==> config.mk <==
export PLATFORM = sky130hd
export DESIGN_NAME = serial_ripple_subtractor_flat
export DESIGN_NICKNAME = d
export VERILOG_FILES = /design/src/rtl/serial_ripple_subtractor_if.sv /design/src/rtl/serial_ripple_subtractor.sv /design/src/flat_wrapper.sv
export SDC_FILE = /design/constraint.sdc
export NUM_CORES = 1
export LEC_CHECK = 0
export CAP_MARGIN = 20
export CELL_PAD_IN_SITES_DETAIL_PLACEMENT = 1
export CELL_PAD_IN_SITES_GLOBAL_PLACEMENT = 1
export CORE_MARGIN = 1.5
export CORE_UTILIZATION = 38
export CTS_CLUSTER_DIAMETER = 50
export CTS_CLUSTER_SIZE = 30
export DETAILED_ROUTE_END_ITERATION = 16
export PLACE_DENSITY_LB_ADDON = 0.1
export SKIP_LAST_GASP = 1
export SYNTH_ARGS = -nofsm -noshare
export SYNTH_HDL_FRONTEND = slang
export SYNTH_SLANG_ARGS = --single-unit
==> constraint.sdc <==
create_clock -name clk -period 2.3 [get_ports clk]
set_input_delay 0.69 -clock clk [delete_from_list [all_inputs] [get_ports clk]]
set_output_delay 0.69 -clock clk [all_outputs]
set_load 0.01 [all_outputs]
==> src/rtl/serial_ripple_subtractor_if.sv <==
// Handshake and operand/result bundle for the bit-serial subtractor.
// The master issues requests and the slave (the subtractor) returns results.
interface serial_ripple_subtractor_if #(
   parameter int WIDTH = 4
);
   logic             start;
   logic [WIDTH-1:0] a;
   logic [WIDTH-1:0] b;
   logic             bin;
   logic             busy;
   logic             done;
   logic [WIDTH-1:0] diff;
   logic             bout;

   modport master (
      output start, a, b, bin,
      input  busy, done, diff, bout
   );

   modport slave (
      input  start, a, b, bin,
      output busy, done, diff, bout
   );
endinterface

==> src/rtl/serial_ripple_subtractor.sv <==
// Bit-serial subtractor computing diff = a - b - bin one bit per clock with a
// single borrow flop; the low APPROX_BITS positions drop their borrow-out.
module serial_ripple_subtractor #(
   parameter int WIDTH       = 4,
   parameter int APPROX_BITS = 0
) (
   input logic                     clk,
   input logic                     rst,
   serial_ripple_subtractor_if.slave bus
);
   localparam int IDX_W = (WIDTH > 1) ? $clog2(WIDTH) : 1;

   typedef enum logic [1:0] {
      IDLE,
      RUN,
      DONE
   } state_t;

   state_t           state;
   state_t           next_state;
   logic [WIDTH-1:0] a_sh;
   logic [WIDTH-1:0] b_sh;
   logic [WIDTH-1:0] res_sh;
   logic [WIDTH-1:0] res_next;
   logic [WIDTH-1:0] diff_q;
   logic [IDX_W-1:0] idx;
   logic             br;
   logic             bout_q;
   logic             bit_d;
   logic             bit_br;
   logic             br_next;
   logic             accept;
   logic             last_bit;

   // Operands shift right so bit i is always at position 0 during RUN.
   assign bit_d    = a_sh[0] ^ b_sh[0] ^ br;
   assign bit_br   = (~a_sh[0] & b_sh[0]) | (~(a_sh[0] ^ b_sh[0]) & br);
   assign br_next  = (int'(idx) < APPROX_BITS) ? 1'b0 : bit_br;
   assign res_next = (res_sh >> 1) | (WIDTH'(bit_d) << (WIDTH - 1));
   assign last_bit = (idx == IDX_W'(WIDTH - 1));

   assign bus.busy = (state == RUN);
   assign bus.done = (state == DONE);
   assign bus.diff = diff_q;
   assign bus.bout = bout_q;

   always_ff @(posedge clk) begin
      if (rst) begin
         state <= IDLE;
      end else begin
         state <= next_state;
      end
   end

   always_comb begin
      next_state = state;
      accept     = 1'b0;
      case (state)
         IDLE: begin
            if (bus.start) begin
               accept     = 1'b1;
               next_state = RUN;
            end
         end
         RUN: begin
            if (last_bit) begin
               next_state = DONE;
            end
         end
         DONE: begin
            // A start seen in DONE chains straight into the next operation.
            if (bus.start) begin
               accept     = 1'b1;
               next_state = RUN;
            end else begin
               next_state = IDLE;
            end
         end
         default: next_state = IDLE;
      endcase
   end

   always_ff @(posedge clk) begin
      if (rst) begin
         a_sh   <= '0;
         b_sh   <= '0;
         res_sh <= '0;
         diff_q <= '0;
         idx    <= '0;
         br     <= 1'b0;
         bout_q <= 1'b0;
      end else if (accept) begin
         a_sh   <= bus.a;
         b_sh   <= bus.b;
         br     <= bus.bin;
         idx    <= '0;
         res_sh <= '0;
      end else if (state == RUN) begin
         a_sh   <= a_sh >> 1;
         b_sh   <= b_sh >> 1;
         br     <= br_next;
         idx    <= idx + 1'b1;
         res_sh <= res_next;
         if (last_bit) begin
            diff_q <= res_next;
            bout_q <= br_next;
         end
      end
   end
endmodule

==> src/flat_wrapper.sv <==
// flat-port wrapper written by rule: the top's interface ports become plain ports
module serial_ripple_subtractor_flat 
#(
   parameter int WIDTH       = 4,
   parameter int APPROX_BITS = 0
)
  (clk, rst, bus_start, bus_a, bus_b, bus_bin, bus_busy, bus_done, bus_diff, bus_bout);
  serial_ripple_subtractor_if #(.WIDTH(WIDTH)) bus_i ();
  input logic clk;
  input logic rst;
  input wire logic [$bits(bus_i.start)-1:0] bus_start;
  input wire logic [$bits(bus_i.a)-1:0] bus_a;
  input wire logic [$bits(bus_i.b)-1:0] bus_b;
  input wire logic [$bits(bus_i.bin)-1:0] bus_bin;
  output wire logic [$bits(bus_i.busy)-1:0] bus_busy;
  output wire logic [$bits(bus_i.done)-1:0] bus_done;
  output wire logic [$bits(bus_i.diff)-1:0] bus_diff;
  output wire logic [$bits(bus_i.bout)-1:0] bus_bout;
  assign bus_i.start = bus_start;
  assign bus_i.a = bus_a;
  assign bus_i.b = bus_b;
  assign bus_i.bin = bus_bin;
  assign bus_busy = bus_i.busy;
  assign bus_done = bus_i.done;
  assign bus_diff = bus_i.diff;
  assign bus_bout = bus_i.bout;
  serial_ripple_subtractor #(.WIDTH(WIDTH), .APPROX_BITS(APPROX_BITS)) u_core (.clk(clk), .rst(rst), .bus(bus_i));
endmodule
======== Word-level counts from Yosys, hierarchy flattened ========
Index checks and enable logic that the tools add are counted.
word-level totals
  bits in registers ....................... 22
operators by class
  add/sub/neg operators ................... 1
  equality and inequality tests ........... 5
  multiplexer cells ....................... 12
  bitwise gates (word level) .............. 9
  reductions and logical operators ........ 6
operators by type and width
  operator             count
  $mux 4               4
  $pmux 2 s3           1
  $mux 1               5
  $eq 2x2->1 const B   2
  $mux 2               2
  $or 3x4->4           1
  $reduce_or 2->1      2
  $not 1->1            3
  $reduce_and 3->1     1
  $add 2x1->2 const B  1
  $and 1x1->1          2
  $eq 2x1->1 const B   1
  $logic_not 2->1      1
  $ne 2x1->1 const B   1
  $ne 2x2->1 const B   1
  $reduce_and 2->1     1
  $reduce_bool 2->1    1
  $xor 1x1->1          2
  $or 1x1->1           1

======== Logic depth before layout (Yosys ltp) ========
  word-level depth ........................ 6
  gate-level depth with buffers ........... 5
  mapped depth without buffers ............ 4

======== Worst setup path before layout ========
No wires, ideal clock.
  kind .................................... reg2out
  start point ............................. register u_core.state[1]
  end point ............................... output port bus_busy
  data arrival time ....................... 0.735 ns
  data required time ...................... 1.610 ns
  path slack .............................. 0.875 ns
  stages on the path, launching flop included .. 4
  cell sequence ........................... dfxtp_1 -> nand2b_2 -> inv_2 -> buf_2
on the way
  cells in the longest elaborated chain, start to end .. 1
ends and longest elaborated chain
  element                 line                            RTL
  from (decl)             serial_ripple_subtractor.sv:19  state_t state;
  from (signal assigned)  serial_ripple_subtractor.sv:51  state <= next_state;
  $eq 2x1->1              serial_ripple_subtractor.sv:42  assign bus.busy = (state == RUN);
  to (decl)               flat_wrapper.sv:15              output wire logic [$bits(bus_i.busy)-1:0] bus_busy;
No other way between the ends.

======== Final worst setup path ========
Same ends and word-level chain as after synthesis.

==> results by group <==
Timing
  • Setup tns final: 0 ns
  • # setup viols final: 0
  • Worst-margin pin slew: 0.421 ns
  • Max-slew headroom: 0.719
  • Post-Route Skew: 0.00227 ns
  • Final hold vios: 0
  • Final hold slack: 0.462 ns
  • Fmax: 0.477 GHz
  • RSZ-0062 raised after global routing: no
  • Crit path time final: 2.10 ns
  • Final Max Slew Viols: 0
  • Worst setup margin: 0.204 ns
  • Fin crit share: 0.911

Power
  • Clock share of power: 0.262
  • Sequential power share: 0.583
  • Switching pwr: 0.171 mW
  • Pleak: 0.379 nW
  • Sw Ratio: 0.255
  • Post-route total power: 0.671 mW
  • Gate power share: 0.155
  • VDD IR max: 0.000398 V
  • Internal: 0.500 mW
  • Power per standard cell area: 622 nW/um^2

Logic synthesis
  • Yosys top cell area share: 0.493
  • Yosys top cell by area: dfxtp_1
  • Synth warn: 0
  • Register area share after synthesis: 0.493
  • Synth unique cells: 24
  • Synth Cell Area: 852 sq um
  • Yosys reg bits: 21
  • Synth top area cells: dfxtp_1, a21oi_1, nand2_1
  • Number of enable flip-flop cells after synthesis: 0
  • Post-synthesis cell count: 98
  • Syn_nets: 112
  • Async S/R FF share, synth: 0
  • Post-synth top flop: dfxtp_1
  • Synth Area per Inst: 8.69 sq um

Clocking
  • CTS hold repair buffers: 0
  • Clk Latency, worst-skew pair: 0.30 ns
  • CTS H-Tree Depth: 1
  • Clk buf depth: 2
  • CTS resizes: 0
  • Clock buffers created by TritonCTS: 3
  • Setup bufs post-CTS: 0
  • Clk sink count: 21
  • CTS clock-pin slew for the worst setup and hold paths: 0.11 ns
  • CTS root buf: clkbuf_4
  • CTS tree: built

Detailed routing
  • First drt pass iteration count: 4
  • DRC: 0
  • Via count: 722
  • DR iter-0 viols: 9
  • Total wire length: 1.84 mm
  • Post-route ant nets: 0
  • Vias per cell: 5.05
  • Drt wl/cell: 12.9 um

Die
  • Die Wd: 50.4 um
  • IO Count: 19
  • Core area: 2040 sq um
  • Initial cell density of the core: 0.417
  • Die Span Y: 50.4 um
  • Num rows: 16
  • Die Area: 2540 sq um

Global route
  • Vias in the first global route: 718
  • Pin count of the biggest net entering global routing: 20
  • First-pass GRT wire length: 3.11 mm
  • Total GRT Usage: 0.162
  • Initial antenna violation count: 0
  • Overflow after GRT: 0

Worst setup path
  • Crit Path Max Fanout: 3
  • CP Launch Type: flip-flop
  • Slowest stage cell, crit path: clkdlybuf4s50_1
  • Crit path largest cell delay: 0.53 ns
  • CP required: 1.61 ns
  • Crit end category: output pin
  • Critical path data arrival time: 1.41 ns
  • WS Path Type: flip-flop to output pin
  • Critical-path cell list: nand2b_2, inv_2, clkdlybuf4s50_1

Layout
  • Nets@finish: 131
  • Filler cells: 256
  • P&R area growth vs syn: 26.6%
  • Fin cells: 143
  • Final core occ: 0.528
  • Antenna Cells: 0
  • Ratio of cells with drive above 1 in the final layout: 0.0776
  • Design Area, Final: 1080 sq um

Place
  • GP Congestion: 0.730
  • Area after DPL: 1050 sq um
  • # port buffers: 18
  • Placed insts: 139
  • Placement Setup Slack: 0.374 ns
  • HPWL Detailed: 1.35 mm

Min path
  • Hold Crit Class: flip-flop to flip-flop

Run status
  • Status: complete, no violations

Job
  • Max cap viols: 0
==> path summary, 6_finish.rpt <==
kind	slack, ns	to	cells past startpoint	start
setup / recovery	0.20	bus_busy	3	u_core.state[1]
hold / removal	0.46	u_core.bus.diff[3]	2	u_core.bus.diff[3]
setup reg to reg	1.03	u_core.res_sh[1]	3	u_core.state[0]
hold reg to reg	0.46	u_core.bus.diff[3]	2	u_core.bus.diff[3]
==> registers in the layout (all words and copies together), names as in the netlist <==
register / count
u_core.a_sh: 4
u_core.state: 2
u_core.bus.diff: 4
u_core.res_sh: 3
u_core.bus.bout: 1
u_core.br: 1
u_core.idx: 2
u_core.b_sh: 4
==> synth_stat cells, types with 3 or more instances <==
master    instances
dfxtp_1          21
a21oi_1          12
nand2_1          16
nand3_1           7
a311oi_1          3
buf_2             5
nor2_1            5
nor3_1            6
==> cell usage in the layout (no fill, tap or decap), types with 3 or more instances in the layout <==
master / Yosys / routed
dfxtp_1: 21 / 21
clkdlybuf4s50_1: 0 / 18
nand2_1: 16 / 16
a21oi_1: 12 / 12
nand3_1: 7 / 7
nor3_1: 6 / 6
nor2_1: 5 / 5
buf_4: 0 / 4
a311oi_1: 3 / 3
clkbuf_4: 0 / 3
==> layer usage <==
metal | track usage | part of all wire | up-vias
met5 | 0 | 0 | -
met4 | 0.0270 | 0 | 0
met3 | 0.0565 | 0.052 | 0
met2 | 0.281 | 0.47 | 20
met1 | 0.195 | 0.48 | 332
li1 | - | - | 370
==> power groups by stage <==
| stage | Combinational, mW | Clock [mW] | Sequential (mW) |
|---|---|---|---|
| 2_1_floorplan | 0.0672 | 0 | 0.397 |
| 6_report | 0.104 | 0.176 | 0.391 |
| 3_3_place_gp | 0.104 | 0 | 0.399 |
| 4_1_cts | 0.106 | 0.183 | 0.392 |
| 3_5_place_dp | 0.106 | 0 | 0.400 |
| 5_1_grt | 0.116 | 0.202 | 0.394 |
==> logic make-up (layout without fill, tap and decap cells) <==
family	Yosys count	count (layout)	synth area share
simple gates	40	40	0.217
compound gates	21	21	0.153
flops	21	21	0.493
buf+inv	11	29	0.0646
fa+ha+maj	2	2	0.0382
mux	2	2	0.0235
xor+xnor	1	1	0.0103
==> worst max-delay path: cells and delay by family (launching register included) <==
family / cells / cell delay [ns]
simple gates: 1 / 0.19
buf+inv: 2 / 0.59
flops: 1 / 0.33
==> cell type report <==
cell class | count | area, sq um | share of cell area
Sequential cell | 21 | 420 | 0.390
Multi-Input combinational cell | 66 | 377 | 0.349
Timing Repair Buffer | 22 | 210 | 0.195
Tap cell | 27 | 33.8 | 0.0313
Clock buffer | 4 | 26.3 | 0.0244
Inverter | 3 | 11.3 | 0.0104
Note: power is estimated with default switching activity, not from simulation.
